## config.mk

```make
export PLATFORM = sky130hd
export DESIGN_NAME = mul_master_sequencer
export DESIGN_NICKNAME = d
export VERILOG_FILES = /design/src/rtl/mul_seq_pkg.sv /design/src/rtl/mul_seq_stall_counter.sv /design/src/rtl/mul_master_sequencer.sv
export SDC_FILE = /design/constraint.sdc
export NUM_CORES = 1
export LEC_CHECK = 0
export CAP_MARGIN = 40
export CORE_MARGIN = 8
export CORE_UTILIZATION = 28
export CTS_BUF_LIST = sky130_fd_sc_hd__clkbuf_8
export CTS_CLUSTER_SIZE = 10
export DETAILED_ROUTE_END_ITERATION = 8
export PLACE_DENSITY = 0.61
export SYNTH_ARGS = -nofsm -noshare
export SYNTH_HDL_FRONTEND = slang
export SYNTH_HIERARCHICAL = 1
export SYNTH_SLANG_ARGS = --single-unit
export TNS_END_PERCENT = 5
```

## constraint.sdc

```tcl
create_clock -name clk -period 2.6 [get_ports clk]
set_input_delay 0.52 -clock clk [delete_from_list [all_inputs] [get_ports clk]]
set_output_delay 0.52 -clock clk [all_outputs]
set_load 0.1 [all_outputs]
```

## src/rtl/mul_seq_pkg.sv

```systemverilog
// Shared types and constants for the multiplier master sequencer.
package mul_seq_pkg;

  localparam int DIGIT_W_DEF = 7;
  localparam int CNT_W_DEF   = 9;
  // Each operand digit occupies 2**DIGIT_SHIFT master counts.
  localparam int DIGIT_SHIFT = 2;

  typedef enum logic [1:0] {
    S_IDLE,
    S_PRIME,
    S_RUN,
    S_DONE
  } state_t;

endpackage

```

## src/rtl/mul_seq_stall_counter.sv

```systemverilog
// 16-bit saturating event counter with synchronous clear; used for stall
// accounting when MUL_SEQ_STALL_CNT_EN is defined.
module mul_seq_stall_counter (
  input  logic        clk,
  input  logic        rst,
  input  logic        clr,
  input  logic        inc,
  output logic [15:0] count
);

  always_ff @(posedge clk or posedge rst) begin
    if (rst) begin
      count <= '0;
    end else if (clr) begin
      count <= '0;
    end else if (inc && (count != 16'hFFFF)) begin
      count <= count + 16'd1;
    end
  end

endmodule

```

## src/rtl/mul_master_sequencer.sv

```systemverilog
// Master count sequencer for the digit-serial multiplier. Optional stall
// accounting is built only when MUL_SEQ_STALL_CNT_EN is defined.
module mul_master_sequencer
  import mul_seq_pkg::*;
#(
  parameter int DIGIT_W = DIGIT_W_DEF,
  parameter int CNT_W   = CNT_W_DEF
) (
  input  logic               clk,
  input  logic               rst,
  input  logic               start,
  input  logic [DIGIT_W-1:0] len_m1,
  input  logic               hold,
  input  logic               abort,
  output logic [CNT_W-1:0]   cnt_master,
  output logic               write_enable,
  output logic               busy,
  output logic               done,
  output logic               last_digit,
  output logic [15:0]        stall_cycles
);

  state_t             state_q, state_d;
  logic [DIGIT_W-1:0] len_q, len_d;
  logic [CNT_W-1:0]   cnt_d;
  logic [CNT_W-1:0]   term_cnt;
  logic               we_d, busy_d, done_d, last_d;

  assign term_cnt = {len_q, {DIGIT_SHIFT{1'b1}}};

  // All outputs are registered: the next-state logic computes their values
  // for the state being entered, so they change together with the state.
  always_comb begin
    // NOTE: every signal gets a default before the case so no path can
    // leave one unassigned and infer a latch.
    state_d = state_q;
    len_d   = len_q;
    cnt_d   = '0;
    we_d    = 1'b0;
    busy_d  = 1'b0;
    done_d  = 1'b0;
    case (state_q)
      S_IDLE: begin
        if (start && !abort) begin
          state_d = S_PRIME;
          len_d   = len_m1;
          busy_d  = 1'b1;
        end
      end
      S_PRIME: begin
        if (abort) begin
          state_d = S_IDLE;
        end else begin
          state_d = S_RUN;
          busy_d  = 1'b1;
          we_d    = 1'b1;
        end
      end
      S_RUN: begin
        if (abort) begin
          state_d = S_IDLE;
        end else if (hold) begin
          busy_d = 1'b1;
          cnt_d  = cnt_master;
        end else if (cnt_master == term_cnt) begin
          state_d = S_DONE;
          busy_d  = 1'b1;
          done_d  = 1'b1;
          cnt_d   = cnt_master;
        end else begin
          busy_d = 1'b1;
          we_d   = 1'b1;
          cnt_d  = cnt_master + CNT_W'(1);
        end
      end
      S_DONE: begin
        state_d = S_IDLE;
      end
      default: begin
        state_d = S_IDLE;
      end
    endcase
    last_d = (state_d == S_RUN) && (cnt_d[CNT_W-1:DIGIT_SHIFT] == len_q);
  end

  // NOTE: sequential state uses non-blocking assignments only, so every
  // register samples the pre-edge values regardless of statement order.
  always_ff @(posedge clk or posedge rst) begin
    if (rst) begin
      state_q      <= S_IDLE;
      len_q        <= '0;
      cnt_master   <= '0;
      write_enable <= 1'b0;
      busy         <= 1'b0;
      done         <= 1'b0;
      last_digit   <= 1'b0;
    end else begin
      state_q      <= state_d;
      len_q        <= len_d;
      cnt_master   <= cnt_d;
      write_enable <= we_d;
      busy         <= busy_d;
      done         <= done_d;
      last_digit   <= last_d;
    end
  end

`ifdef MUL_SEQ_STALL_CNT_EN
  logic stall_clr;
  logic stall_inc;

  // An abort returns every output to its reset value, the stall count included.
  assign stall_clr = ((state_q == S_IDLE) && start && !abort) ||
                     ((state_q != S_IDLE) && abort);
  assign stall_inc = (state_q == S_RUN) && hold && !abort;

  mul_seq_stall_counter u_stall_counter (
    .clk   (clk),
    .rst   (rst),
    .clr   (stall_clr),
    .inc   (stall_inc),
    .count (stall_cycles)
  );
`else
  assign stall_cycles = '0;
`endif

endmodule

```

==> flow_metrics.py, run 1 <==
metrics = {
    "global_route": {
        "wire_length_of_the_first_global_routing_pass_mm": 4.86,
        "globalRouteTotalUtil": 0.0821,
        "grt_pass1_vias": 1054,
        "antenna_found_initial": 0,
        "grt_overflow_total": 0,
        "grt_start_max_net_pins": 23,
    },
    "synthesis": {
        "yosys.area_share.xor_xnor": 0.112,
        "yosys_synthesis_warning_count": 6,
        "synth_area_um2": 1340,
        "synth_seq_area_share": 0.412,
        "synth_compound_gate_area_share": 0.0769,
        "synth.ff_latch_count": 22,
        "synth.avg_cell_area_um2": 10.0,
        "ys_types": 29,
        "synthMuxAreaShare": 0.0590,
        "synthSimpleGateAreaFrac": 0.171,
        "main_combinational_cell_family_by_area_after_synthesis": "simple AND/OR/NAND/NOR gates",
        "netlist_instances": 133,
        "synth-adder-area-share": 0.0562,
    },
    "worst_setup_path": {
        "cpPeakStageDelay_ns": 0.46,
        "timing.setup.critical_path_class": "in -> reg",
        "r2r_cells": 8,
        "cp_buf_inv_count": 1,
        "regToRegStartpoint": "len_q[2]",
        "setup.reg_to_reg.worst_slack_ns": 0.34,
        "worst_ep_arrival_time_ns": 2.46,
        "worstPathMaxFanout": 4,
        "timing.rr.end": "last_digit",
        "timing.critical_path.from_type": "primary input",
        "cpMaxStageDelayCell": "sky130_fd_sc_hd__clkdlybuf4s50_1",
        "critical_path.top_delay_family": "simple AND/OR/NAND/NOR gates",
        "critical_path_required_ns": 2.77,
        "crit_path_end_kind": "flip-flop",
        "worstPathCellList": "clkdlybuf4s50_1 -> nor2b_1 -> nand3_1 -> or3_1 -> a21oi_1 -> xnor2_1 -> nand2_1 -> nor4_2",
    },
    "final_layout": {
        "number_of_nets_at_the_end_of_the_flow": 178,
        "layout.cells.most_common": "sky130_fd_sc_hd__dfrtp_1",
        "layout-drive-gt1-share": 0.208,
        "fillers": 483,
        "most-common-layout-cells": "sky130_fd_sc_hd__dfrtp_1 (19), sky130_fd_sc_hd__conb_1 (16), sky130_fd_sc_hd__buf_4 (14)",
        "finalCoreUtilization": 0.343,
        "areaGrowthSynthToFinish_pct": 19.6,
        "finalNonFillerCells": 213,
        "antenna_cells": 0,
    },
    "clock_tree": {
        "root_buffer": "sky130_fd_sc_hd__clkbuf_8",
        "cts.clk_slew.worst_paths_ns": 0.07,
        "ctsResizeCount": 0,
        "cts_sinks": 22,
        "cts_htree_levels": 1,
        "clk-insertion-delay-late_ns": 0.26,
        "cts_setup_buffers": 0,
        "cts-buffers-inserted": 3,
        "ctsLongestPathBuffers": 2,
        "cts_stage_hold_buffer_count": 0,
        "tritoncts": "done",
    },
    "floorplan": {
        "pin_count": 41,
        "starting_density_of_the_core": 0.286,
        "die_w_um": 85.1,
        "dieArea_um2": 7230,
        "chipHeight_um": 85.1,
        "num_rows": 25,
        "core_um2": 4660,
    },
    "min_path": {
        "min_delay_worst_endpoint": "len_q[1]",
        "hold_depth": 1,
        "hold_path_class": "reg -> reg",
        "hold_start": "len_q[1]",
    },
    "timing": {
        "clock.fmax_mhz": 437,
        "worst_clock_skew_ns": 0.00344,
        "grt_setup_unrepaired": "false",
        "finalHoldViolations": 0,
        "setup_viol_count_final": 0,
        "tcrit_tclk_final": 0.880,
        "slew_violations": 0,
        "finalSetupTns_ns": 0,
        "final_period_minus_worst_setup_slack_ns": 2.29,
    },
    "pwr": {
        "total_leakage_power_nw": 0.697,
        "vdd.ir_drop.worst_mv": 0.293,
        "power_density_nw_per_um2": 843,
        "power.total_w": 0.00135,
    },
    "placed_design": {
        "port-buffer-count": 24,
        "place_inst": 209,
        "weighted_congestion_at_the_end_of_routability_driven_global_placement": 0.753,
        "total_half_perimeter_wirelength_after_legalization_and_detailed_placement_mm": 2.18,
    },
    "routing": {
        "wire_per_inst_um": 13.4,
        "ant_nets": 0,
        "vias_per_cell": 4.58,
        "drcViolationCount": 0,
        "drt_iter0_markers": 72,
        "dr_total_vias": 975,
        "initial_drt_pass_iterations": 4,
        "totalWireLength_mm": 2.85,
    },
    "outcome": {
        "status": "finished clean",
    },
    "flow_run": {
        "drv.max_cap_violation_count": 0,
    },
}
[report_power, final]
part,leakage (nW),switching (W),internal (W)
sequential,0.284,0.0000875,0.000425
clock,0.0288,0.000108,0.000135
combinational,0.385,0.000387,0.000203
total,0.697,0.000582,0.000764
[routing by layer]
metal / share of wire / track usage
met1: 0.46 / 0.0989
met2: 0.43 / 0.126
met3: 0.095 / 0.0376
met4: 0.014 / 0.0259
met5: 0 / 0
[sequential cells by signal, summed over array words and instances, names as in the netlist]
name and count:
cnt_master 9, len_q 7, state_q 2, busy 1, done 1, last_digit 1, write_enable 1
[cell usage after synthesis]
cell type,instances,area share
sky130_fd_sc_hd__nor2b_1,3,0.014
sky130_fd_sc_hd__ha_1,6,0.056
sky130_fd_sc_hd__and3_1,1,0.0047
sky130_fd_sc_hd__dfrtp_1,22,0.41
sky130_fd_sc_hd__nand2b_1,3,0.014
sky130_fd_sc_hd__nand3b_1,1,0.0056
sky130_fd_sc_hd__inv_1,3,0.0084
sky130_fd_sc_hd__a21oi_2,1,0.0066
sky130_fd_sc_hd__a31oi_1,1,0.0047
sky130_fd_sc_hd__xnor2_1,9,0.059
sky130_fd_sc_hd__nand2_1,6,0.017
sky130_fd_sc_hd__nor3_2,1,0.0075
sky130_fd_sc_hd__nor4_2,2,0.019
sky130_fd_sc_hd__or3_1,5,0.023
sky130_fd_sc_hd__buf_2,1,0.0037
sky130_fd_sc_hd__buf_6,1,0.0084
sky130_fd_sc_hd__a21oi_1,9,0.034
sky130_fd_sc_hd__mux2_2,7,0.059
sky130_fd_sc_hd__nand3_1,3,0.011
sky130_fd_sc_hd__o21ai_1,1,0.0037
sky130_fd_sc_hd__nor2_1,10,0.028
sky130_fd_sc_hd__nand4_1,3,0.014
sky130_fd_sc_hd__conb_1,1,0.0028
sky130_fd_sc_hd__xor2_1,8,0.052
sky130_fd_sc_hd__o31ai_1,1,0.0056
sky130_fd_sc_hd__and4_4,1,0.0084
sky130_fd_sc_hd__o21ai_0,6,0.022
sky130_fd_sc_hd__nor3_1,1,0.0037
sky130_fd_sc_hd__buf_4,16,0.090
[per-stage QoR]
| step | hold slack, ns | area [um2] | worst slack, ns |
|---|---|---|---|
| 6_report | 0.582 | 1600 | 0.312 |
| 5_1_grt | 0.613 | 1600 | 0.125 |
| 4_1_cts | 0.587 | 1600 | 0.329 |
| 3_5_place_dp | 0.569 | 1540 | 0.0888 |
| 3_3_place_gp | 0.560 | 1540 | 0.163 |
| 2_1_floorplan | 0.509 | 1400 | 0.00635 |
[area by class of cell]
cell class | count | area [um2] | area share
clock buffers | 4 | 55.1 | 0.0345
inverters | 3 | 11.3 | 0.00705
multi-input cells | 105 | 693 | 0.434
flip-flops and latches | 22 | 554 | 0.347
well taps | 54 | 67.6 | 0.0423
repair buffers | 25 | 215 | 0.135
[worst register-to-register path: cells and delay by family, from the launching register on]
kind / cells / cell delay, ns
xor+xnor: 2 / 0.35
compound gates: 2 / 0.32
flops: 1 / 0.43
simple gates: 4 / 1.06
[cells by family (layout without fill, tap and decap cells)]
family,count (synthesis),after routing
AND/OR/NAND/NOR,40,40
flip-flops,22,22
buffers and inverters,21,32
AO/OA/AOI/OAI,19,19
XOR/XNOR,17,17
multiplexers,7,7
adder cells (fa/ha/maj),6,6
other,1,16
[worst max path at each step]
| stage | startpoint | to | slack (ns) | depth (start not counted) |
|---|---|---|---|---|
| 6_report | hold | last_digit | 0.31 | 8 |
| 3_5_place_dp | hold | last_digit | 0.09 | 8 |
| 3_3_place_gp | hold | last_digit | 0.16 | 8 |
| 2_1_floorplan | cnt_master[0] | last_digit | 0.006 | 8 |
| 5_1_grt | cnt_master[2] | last_digit | 0.13 | 8 |
| 4_1_cts | len_q[2] | last_digit | 0.33 | 8 |
Power figures use the tool's default switching activity.
==> run 2: changes to the inputs <==
Settings changed: REMOVE_ABC_BUFFERS set to 1.
==> run 2 against run 1 <==
Sequential power is 1% lower. Register-to-register slack improved by 0.02 ns. Non-clock buffer count is the same. Global-route usage down 0.14 points. Clock skew up 0.0020 ns. Largest power group unchanged.
==> flow_metrics.py, run 2 (synthesized netlist as in run 1, its figures left out) <==
metrics = {
    "floorplan": {
        "die_w_um": 85.1,
        "num_rows": 25,
        "core_um2": 4660,
        "chipHeight_um": 85.1,
        "dieArea_um2": 7230,
        "starting_density_of_the_core": 0.286,
        "pin_count": 41,
    },
    "worst_setup_path": {
        "regToRegStartpoint": "cnt_master[2]",
        "crit_start": "hold",
        "worstPathCellList": "clkdlybuf4s50_1 -> nor2b_1 -> nand3_1 -> or3_1 -> a21oi_1 -> xnor2_1 -> nand2_1 -> nor4_2",
        "timing.setup.critical_path_class": "in -> reg",
        "timing.critical_path.from_type": "primary input",
        "cpPeakStageDelay_ns": 0.46,
        "crit_path_end_kind": "flip-flop",
        "critical_path.top_delay_family": "simple AND/OR/NAND/NOR gates",
        "critical_path_required_ns": 2.77,
        "r2r_cells": 8,
        "cpMaxStageDelayCell": "sky130_fd_sc_hd__clkdlybuf4s50_1",
        "logic_depth_of_the_worst_setup_path_including_buffers": 8,
        "cp_buf_inv_count": 1,
        "worst_ep_arrival_time_ns": 2.42,
        "worstPathMaxFanout": 4,
    },
    "routing": {
        "ant_nets": 0,
        "wire_per_inst_um": 13.0,
        "drcViolationCount": 0,
        "drt_iter0_markers": 44,
        "initial_drt_pass_iterations": 4,
        "totalWireLength_mm": 2.76,
        "vias_per_cell": 4.46,
        "dr_total_vias": 946,
    },
    "global_route": {
        "grt_overflow_total": 0,
        "grt_pass1_vias": 1011,
        "globalRouteTotalUtil": 0.0807,
        "antenna_found_initial": 0,
        "grt_start_max_net_pins": 23,
        "wire_length_of_the_first_global_routing_pass_mm": 4.62,
    },
    "timing": {
        "slew_violations": 0,
        "finalHoldViolations": 0,
        "tcrit_tclk_final": 0.863,
        "grt_setup_unrepaired": "false",
        "max_slew_margin": 0.657,
        "final_period_minus_worst_setup_slack_ns": 2.24,
        "final_critical_path_setup_slack_ns": 0.356,
        "worst_pin_slew_ns": 0.512,
        "worst_clock_skew_ns": 0.00545,
        "finalSetupTns_ns": 0,
        "final.hold.worst_slack_ns": 0.575,
        "setup_viol_count_final": 0,
        "clock.fmax_mhz": 446,
    },
    "placed_design": {
        "port-buffer-count": 24,
        "dp_slack_ns": 0.0983,
        "weighted_congestion_at_the_end_of_routability_driven_global_placement": 0.822,
        "place_inst": 209,
        "total_half_perimeter_wirelength_after_legalization_and_detailed_placement_mm": 2.15,
    },
    "final_layout": {
        "finalNonFillerCells": 212,
        "most-common-layout-cells": "sky130_fd_sc_hd__dfrtp_1 (22), sky130_fd_sc_hd__conb_1 (16), sky130_fd_sc_hd__buf_4 (14)",
        "largest_register_ffs": 9,
        "areaGrowthSynthToFinish_pct": 18.3,
        "biggestRegsByFlops": "cnt_master: 9 flops, len_q: 7 flops, state_q: 2 flops",
        "antenna_cells": 0,
        "layout-drive-gt1-share": 0.184,
        "regMostFlops": "cnt_master",
        "layout.cells.most_common": "sky130_fd_sc_hd__dfrtp_1",
        "number_of_nets_at_the_end_of_the_flow": 178,
    },
    "pwr": {
        "vdd.ir_drop.worst_mv": 0.228,
        "power_density_nw_per_um2": 823,
        "power.total_w": 0.00130,
        "total_leakage_power_nw": 0.695,
    },
    "clock_tree": {
        "tritoncts": "done",
        "cts_setup_buffers": 0,
        "cts_htree_levels": 1,
        "cts.clk_slew.worst_paths_ns": 0.07,
        "ctsLongestPathBuffers": 2,
        "cts_stage_hold_buffer_count": 0,
        "cts-buffers-inserted": 3,
        "root_buffer": "sky130_fd_sc_hd__clkbuf_8",
        "ctsResizeCount": 0,
        "cts_sinks": 22,
        "clk-insertion-delay-late_ns": 0.26,
    },
    "flow_run": {
        "drv.max_cap_violation_count": 0,
    },
    "min_path": {
        "hold_start": "len_q[0]",
        "hold_path_class": "reg -> reg",
        "hold_depth": 1,
    },
    "outcome": {
        "status": "finished clean",
    },
}
-- run 2: where the power goes --
group / total (W) / leakage (nW) / switching (W) / internal (W)
Sequential: 0.000507 / 0.289 / 0.0000813 / 0.000425
Clock: 0.000207 / 0.0216 / 0.000103 / 0.000103
Combinational: 0.000586 / 0.385 / 0.000382 / 0.000203
-- run 2: metal layers --
layer	wire (um)	vias to the layer above	global-route usage
li1	-	469	-
met1	1250	441	0.0948
met2	1230	32	0.127
met3	256	4	0.0405
met4	17	0	0.0194
met5	0	-	0
-- run 2: through the flow --
| stage | area [um2] | utilization |
|---|---|---|
| floorplan | 1250 | - |
| global placement | 1540 | 0.330 |
| detailed placement | 1540 | 0.330 |
| CTS | 1580 | 0.339 |
| global route | 1580 | 0.339 |
| finish | 1580 | 0.339 |
-- run 2: area by class of cell --
type                            instances  area (um2)
Multi-Input combinational cell        105         693
Clock buffer                            3        41.3
Inverter                                3        11.3
Sequential cell                        22         551
Tap cell                               54        67.6
Timing Repair Buffer                   25         215
Fill cell                             487        3080
-- run 2: path summary, 6_finish.rpt --
path | endpoint | slack (ns)
max in group asynchronous | len_q[2] | 1.78
min in group asynchronous | done | 0.60
hold reg to reg | len_q[0] | 0.57
setup reg to reg | last_digit | 0.36
setup / recovery | last_digit | 0.36
hold / removal | len_q[0] | 0.57
